**src/rtl/dec_is_queue_pkg.sv**
```systemverilog
// dec_is_queue_pkg: shared CPU types for the decode-to-issue path (widths, decoded op, queue entry).
package dec_is_queue_pkg;
  localparam int AddrWidth = 32;
  localparam int DataWidth = 32;
  localparam int RegIdxW   = 5;
  localparam int OP_W      = 3;
  typedef enum logic [OP_W-1:0] {
    OP_ADD, OP_SUB, OP_AND, OP_OR, OP_XOR, OP_SLT, OP_LOAD, OP_STORE
  } op_e;
  typedef struct packed {
    logic [AddrWidth-1:0] pc;
    op_e                  op;
    logic [RegIdxW-1:0]   rd;
    logic [RegIdxW-1:0]   rs1;
    logic [RegIdxW-1:0]   rs2;
    logic [DataWidth-1:0] imm;
  } entry_t;
endpackage

```
**src/rtl/dec_is_queue.sv**
```systemverilog
// dec_is_queue: decode-to-issue instruction FIFO with flush; outputs come only from registered state.
module dec_is_queue
  import dec_is_queue_pkg::*;
#(
  parameter int ADDR  = AddrWidth,
  parameter int DATA  = DataWidth,
  parameter int DEPTH = 4
) (
  input  logic                 clk,
  input  logic                 reset,
  input  logic                 flush,
  input  logic                 dec_valid,
  output logic                 dec_ready,
  input  logic [ADDR-1:0]      dec_pc,
  input  op_e                  dec_op,
  input  logic [RegIdxW-1:0]   dec_rd,
  input  logic [RegIdxW-1:0]   dec_rs1,
  input  logic [RegIdxW-1:0]   dec_rs2,
  input  logic [DATA-1:0]      dec_imm,
  output logic                 is_valid,
  input  logic                 is_ready,
  output logic [ADDR-1:0]      is_pc,
  output op_e                  is_op,
  output logic [RegIdxW-1:0]   is_rd,
  output logic [RegIdxW-1:0]   is_rs1,
  output logic [RegIdxW-1:0]   is_rs2,
  output logic [DATA-1:0]      is_imm
);
  localparam int PW = $clog2(DEPTH);
  localparam logic [PW:0] FULL = (PW+1)'(DEPTH);
  typedef struct packed {
    logic [ADDR-1:0]    pc;
    op_e                op;
    logic [RegIdxW-1:0] rd;
    logic [RegIdxW-1:0] rs1;
    logic [RegIdxW-1:0] rs2;
    logic [DATA-1:0]    imm;
  } ent_t;
  ent_t          mem_q [DEPTH];
  ent_t          head;
  logic [PW-1:0] head_q, head_d, tail_q, tail_d;
  logic [PW:0]   count_q, count_d;
  logic          push, pop;
  assign dec_ready = count_q != FULL;
  assign is_valid  = count_q != '0;
  assign push      = dec_valid & dec_ready & ~flush;
  assign pop       = is_valid & is_ready & ~flush;
  always_comb begin
    count_d = flush ? '0 : count_q + (PW+1)'(push) - (PW+1)'(pop);
    head_d  = flush ? '0 : head_q + PW'(pop);
    tail_d  = flush ? '0 : tail_q + PW'(push);
  end
  always_ff @(posedge clk or posedge reset) begin
    if (reset) begin
      count_q <= '0;
      head_q  <= '0;
      tail_q  <= '0;
    end else begin
      count_q <= count_d;
      head_q  <= head_d;
      tail_q  <= tail_d;
    end
  end
  // Storage is deliberately unreset; is_valid qualifies whatever it holds.
  always_ff @(posedge clk) begin
    if (push) mem_q[tail_q] <= '{dec_pc, dec_op, dec_rd, dec_rs1, dec_rs2, dec_imm};
  end
  assign head   = mem_q[head_q];
  assign is_pc  = head.pc;
  assign is_op  = head.op;
  assign is_rd  = head.rd;
  assign is_rs1 = head.rs1;
  assign is_rs2 = head.rs2;
  assign is_imm = head.imm;
endmodule

```
**config.mk**
```make
export PLATFORM = sky130hd
export DESIGN_NAME = dec_is_queue
export DESIGN_NICKNAME = d
export VERILOG_FILES = /design/src/rtl/dec_is_queue_pkg.sv /design/src/rtl/dec_is_queue.sv
export SDC_FILE = /design/constraint.sdc
export NUM_CORES = 1
export LEC_CHECK = 0
export BUFFER_PORTS_ARGS = -buffer_cell sky130_fd_sc_hd__buf_2
export CORE_MARGIN = 2
export CORE_UTILIZATION = 50
export DETAILED_ROUTE_END_ITERATION = 10
export PLACE_DENSITY = 0.71
export SLEW_MARGIN = 30
export SYNTH_ARGS = -nofsm -noshare
export SYNTH_HDL_FRONTEND = slang
export SYNTH_SLANG_ARGS = --single-unit
```
**constraint.sdc**
```tcl
create_clock -name clk -period 12.9 [get_ports clk]
set_input_delay 0.645 -clock clk [delete_from_list [all_inputs] [get_ports clk]]
set_output_delay 0.645 -clock clk [all_outputs]
set_load 0.1 [all_outputs]
```
### Word-level counts from Yosys, hierarchy flattened

Memory sizes are Yosys's and may differ from the RTL's.
Cells that the tools add are included.

| storage, ports and cells | value |
|---|---|
| flip-flop bits (word level) | 7 |
| memory bits (writable) | 328 |
| input bits | 87 |
| output and inout bits | 84 |
| logic and storage cells | 20 |
| memories | 1 |

| cells by class | value |
|---|---|
| add/sub/neg operators | 4 |
| equal/unequal tests | 1 |
| muxes and demuxes | 5 |
| bitwise operators | 5 |
| reductions and logical operators | 1 |

Memories:

| name | depth | bits a word | read ports | clocked after memory_dff | wr ports | RTL line | text |
|---|---|---|---|---|---|---|---|
| mem_q | 4 | 82 | 1 | 0 | 1 | dec_is_queue.sv:39 | `ent_t mem_q [DEPTH];` |

Operator list:

| operator | count |
|---|---|
| $add 2x1->2 | 2 |
| $and 1x1->1 | 4 |
| $mux 2 | 2 |
| $add 3x1->3 | 1 |
| $mux 3 | 1 |
| $ne 3x3->1 const B | 1 |
| $reduce_bool 3->1 | 1 |
| $sub 3x1->3 | 1 |
| $mux 1 | 2 |
| $not 1->1 | 1 |

### Longest topological paths before layout

| depth | value |
|---|---|
| depth in word-level cells | 6 |
| mapped depth | 9 |
| mapped depth without buffers | 9 |

### Least setup slack after synthesis

No wires, ideal clock.

| timing path | value |
|---|---|
| path kind | input -> register |
| start | input port flush |
| end | memory mem_q[1][0] in the netlist's numbering (enable) |
| data arrival time | 9276 ps |
| required time | 12147 ps |
| setup slack | 2871 ps |
| stages on the path | 2 |
| path buffers | 0 |
| cell sequence | nand2b_1 -> nor4b_1 |

| between the ends | value |
|---|---|
| longest elaborated chain between the ends | 4 |

RTL lines:

| item | RTL line | text |
|---|---|---|
| start: declaration | dec_is_queue.sv:11 | `input logic flush,` |
| $not 1->1 | dec_is_queue.sv:46 | `assign push = dec_valid & dec_ready & ~flush;` |
| $and 1x1->1 | dec_is_queue.sv:46 |  |
| $mux 1 | dec_is_queue.sv:66 | `if (push) mem_q[tail_q] <= '{dec_pc, dec_op, dec_rd, dec_rs1, dec_rs2, dec_imm};` |
| $mux 1 (implied by the code) | dec_is_queue.sv:66 |  |
| end: declaration | dec_is_queue.sv:39 |  |

No other way between the ends.

### Final worst setup path

| timing path | value |
|---|---|
| start | register head_q[0] |
| end | output port is_imm[31] |

| between the ends | value |
|---|---|
| longest elaborated chain between the ends | 1 |

RTL lines:

| item | RTL line | text |
|---|---|---|
| start: declaration | dec_is_queue.sv:41 | `logic [PW-1:0] head_q, head_d, tail_q, tail_d;` |
| start signal: assignment | dec_is_queue.sv:56 | `head_q <= '0;` |
| start signal: assignment | dec_is_queue.sv:60 | `head_q <= head_d;` |
| $mem_v2 4x82 | -- |  |
| end: declaration | dec_is_queue.sv:27 | `output logic [DATA-1:0] is_imm` |

No other way between the ends.

==> results.py <==
metrics = {
    "status": {
        "status": "finished, final reports clean",
    },
    "setup_path": {
        "critPathMaxFanout": 43,
        "worstPathArrival_ns": 3.13,
        "worst_ep_required_time_ns": 12.26,
        "start_kind": "register",
        "critical_path_class": "reg -> out",
        "rr_worst_depth": 4,
        "crit_path_end_kind": "output port",
    },
    "routing": {
        "drt_first_pass_iters": 4,
        "drc": 0,
        "vias": 5462,
        "routed_wl_mm": 22.0,
        "ant_nets": 0,
        "drt_iter0_drc": 374,
        "viasPerCell": 5.39,
        "wire_per_inst_um": 21.7,
    },
    "logic_synthesis": {
        "avgSynthCellArea_um2": 26.5,
        "syn-num-nets": 557,
        "netlist_instances": 465,
        "yosysWarnings": 0,
        "synth.distinct_cells": 23,
        "ys_seq_area_frac": 0.814,
        "synth_area_mm2": 0.0123,
        "ys_seq_elements": 335,
    },
    "die": {
        "dieArea_mm2": 0.0259,
        "io_pins": 171,
        "rows": 57,
        "start_util": 0.508,
        "core_mm2": 0.0242,
        "fp.dieW_um": 161,
        "dieHeight_um": 161,
    },
    "power": {
        "peakVddDrop_mv": 0.125,
        "powerDensity_mw_per_mm2": 198,
        "leakage_nw": 4.83,
    },
    "timing": {
        "drv_slew": 0,
        "slew_headroom": 0.448,
        "worstMarginPinSlew_ns": 0.828,
        "fin_crit_ns": 3.78,
        "setup_viol": 0,
        "timing.final.hold_violations": 0,
        "max_freq_ghz": 0.265,
        "rsz0062_at_grt": "false",
        "period_share": 0.293,
        "fin_skew_ns": 0.0147,
        "whs_ns": 0.0173,
        "finalSetupTns_ns": 0,
    },
    "global_route": {
        "grt_use_total": 0.171,
        "grt-ovfl-total": 0,
        "grt_max_degree": 44,
        "grt_pass1_vias": 6025,
        "grt_pass1_wl_mm": 33.8,
        "antenna_found_initial": 5,
    },
    "hold_path": {
        "hold_path.class": "in -> async",
    },
    "clocking": {
        "tritoncts": "yes",
        "path_clk_slew_ns": 0.06,
        "clockBufferDepth": 3,
        "cts-buffers-inserted": 31,
        "cts_root_buf": "clkbuf_16",
        "ctsHoldBuffers": 0,
        "post-cts-setup-buffer-count": 0,
        "clk_latency_ns": 0.56,
        "numClockSinks": 335,
        "cts_resized": 0,
        "htree_levels": 1,
    },
    "finish": {
        "drive_gt1_frac": 0.459,
        "post-route-util": 0.599,
        "final_common_cell": "edfxtp_1",
        "final_area_mm2": 0.0145,
        "instances_no_fill": 1013,
        "final_cell_mix": "edfxtp_1 (328), buf_2 (170), mux4_2 (81)",
        "syn_to_final_growth_pct": 17.9,
        "nNetsFinal": 752,
    },
    "placed_design": {
        "hpwl_mm": 13.3,
        "place_congestion": 0.696,
        "portBuffers": 170,
        "dp_cells": 951,
        "place_area_mm2": 0.0135,
    },
    "job": {
        "cap_violations": 0,
    },
}
final cells by class:
cell class	instances	area, um^2
clock inverter	20	245
clock buffer	37	798
fill	1729	9720
timing repair buffer	180	930
tap	324	405
antenna	5	12.5
inverter	4	15.0
sequential	335	10000
multi-input combinational	108	2090
Yosys cell counts:
cell / instances / area [um^2]
and3b_1: 1 / 8.76
buf_12: 8 / 160
buf_2: 9 / 45.0
buf_6: 1 / 11.3
dfrtp_1: 7 / 175
edfxtp_1: 328 / 9850
fa_1: 1 / 20.0
ha_1: 4 / 50.1
inv_1: 4 / 15.0
mux4_1: 1 / 26.3
mux4_2: 81 / 1820
nand2_1: 1 / 3.75
nand2b_1: 1 / 6.26
nor2_1: 5 / 18.8
nor2b_1: 3 / 18.8
nor3_1: 1 / 5.00
nor3b_1: 1 / 7.51
nor4_1: 1 / 6.26
nor4b_1: 2 / 17.5
or2_2: 1 / 6.26
or3_1: 1 / 6.26
xnor2_1: 2 / 17.5
xnor3_1: 1 / 22.5
layer usage:
metal	vias up	routed length, um	track usage
met5	-	0	0
met4	0	372	0.0422
met3	34	1540	0.0426
met2	163	11500	0.303
met1	2861	8620	0.215
li1	2404	-	-
cell families (layout without fill, tap and decap cells):
| kind of cell | Yosys count | in the layout | synth area share |
|---|---|---|---|
| buf+inv | 22 | 241 | 0.0188 |
| fa+ha+maj | 5 | 5 | 0.00569 |
| flops | 335 | 335 | 0.814 |
| mux | 82 | 82 | 0.150 |
| other cells | 0 | 5 | 0 |
| xor+xnor | 3 | 3 | 0.00325 |
| simple gates | 18 | 18 | 0.00853 |
critical path, stage by stage (launching register included):
cell and delay (ns):
dfrtp_4 0.97, buf_6 0.54, mux4_2 0.62, buf_2 0.31
registers in the layout (all words and copies together), names as in the netlist:
register  flops
count_q       3
tail_q        2
mem_q       328
head_q        2
through the flow:
stage	power [mW]	setup slack, ns
after global placement	1.97	9.38
after floorplan	1.90	2.87
after detailed placement	1.99	9.37
after CTS	2.90	8.75
final	2.87	9.12
after global routing	2.97	8.90
where the power goes:
group | switching, mW | leakage [nW] | internal [mW]
clock | 0.373 | 0.504 | 0.543
combinational | 0.533 | 1.26 | 0.147
sequential | 0.0313 | 3.07 | 1.24
total | 0.938 | 4.83 | 1.93
final timing paths:
kind | slack, ns | from | endpoint
worst max-delay path | 9.12 | head_q[0]$_DFF_PP0_ | is_imm[31]
worst min-delay path | 0.02 | reset | head_q[0]$_DFF_PP0_
worst max register to register | 10.33 | count_q[2]$_DFF_PP0_ | mem_q[1][11]$_DFFE_PP_
worst min register to register | 0.68 | tail_q[1]$_DFF_PP0_ | tail_q[1]$_DFF_PP0_
max in group asynchronous | 12.63 | reset | head_q[1]$_DFF_PP0_
min in group clk | 0.29 | dec_pc[28] | mem_q[2][78]$_DFFE_PP_
Note: power is estimated with default switching activity, not from simulation.
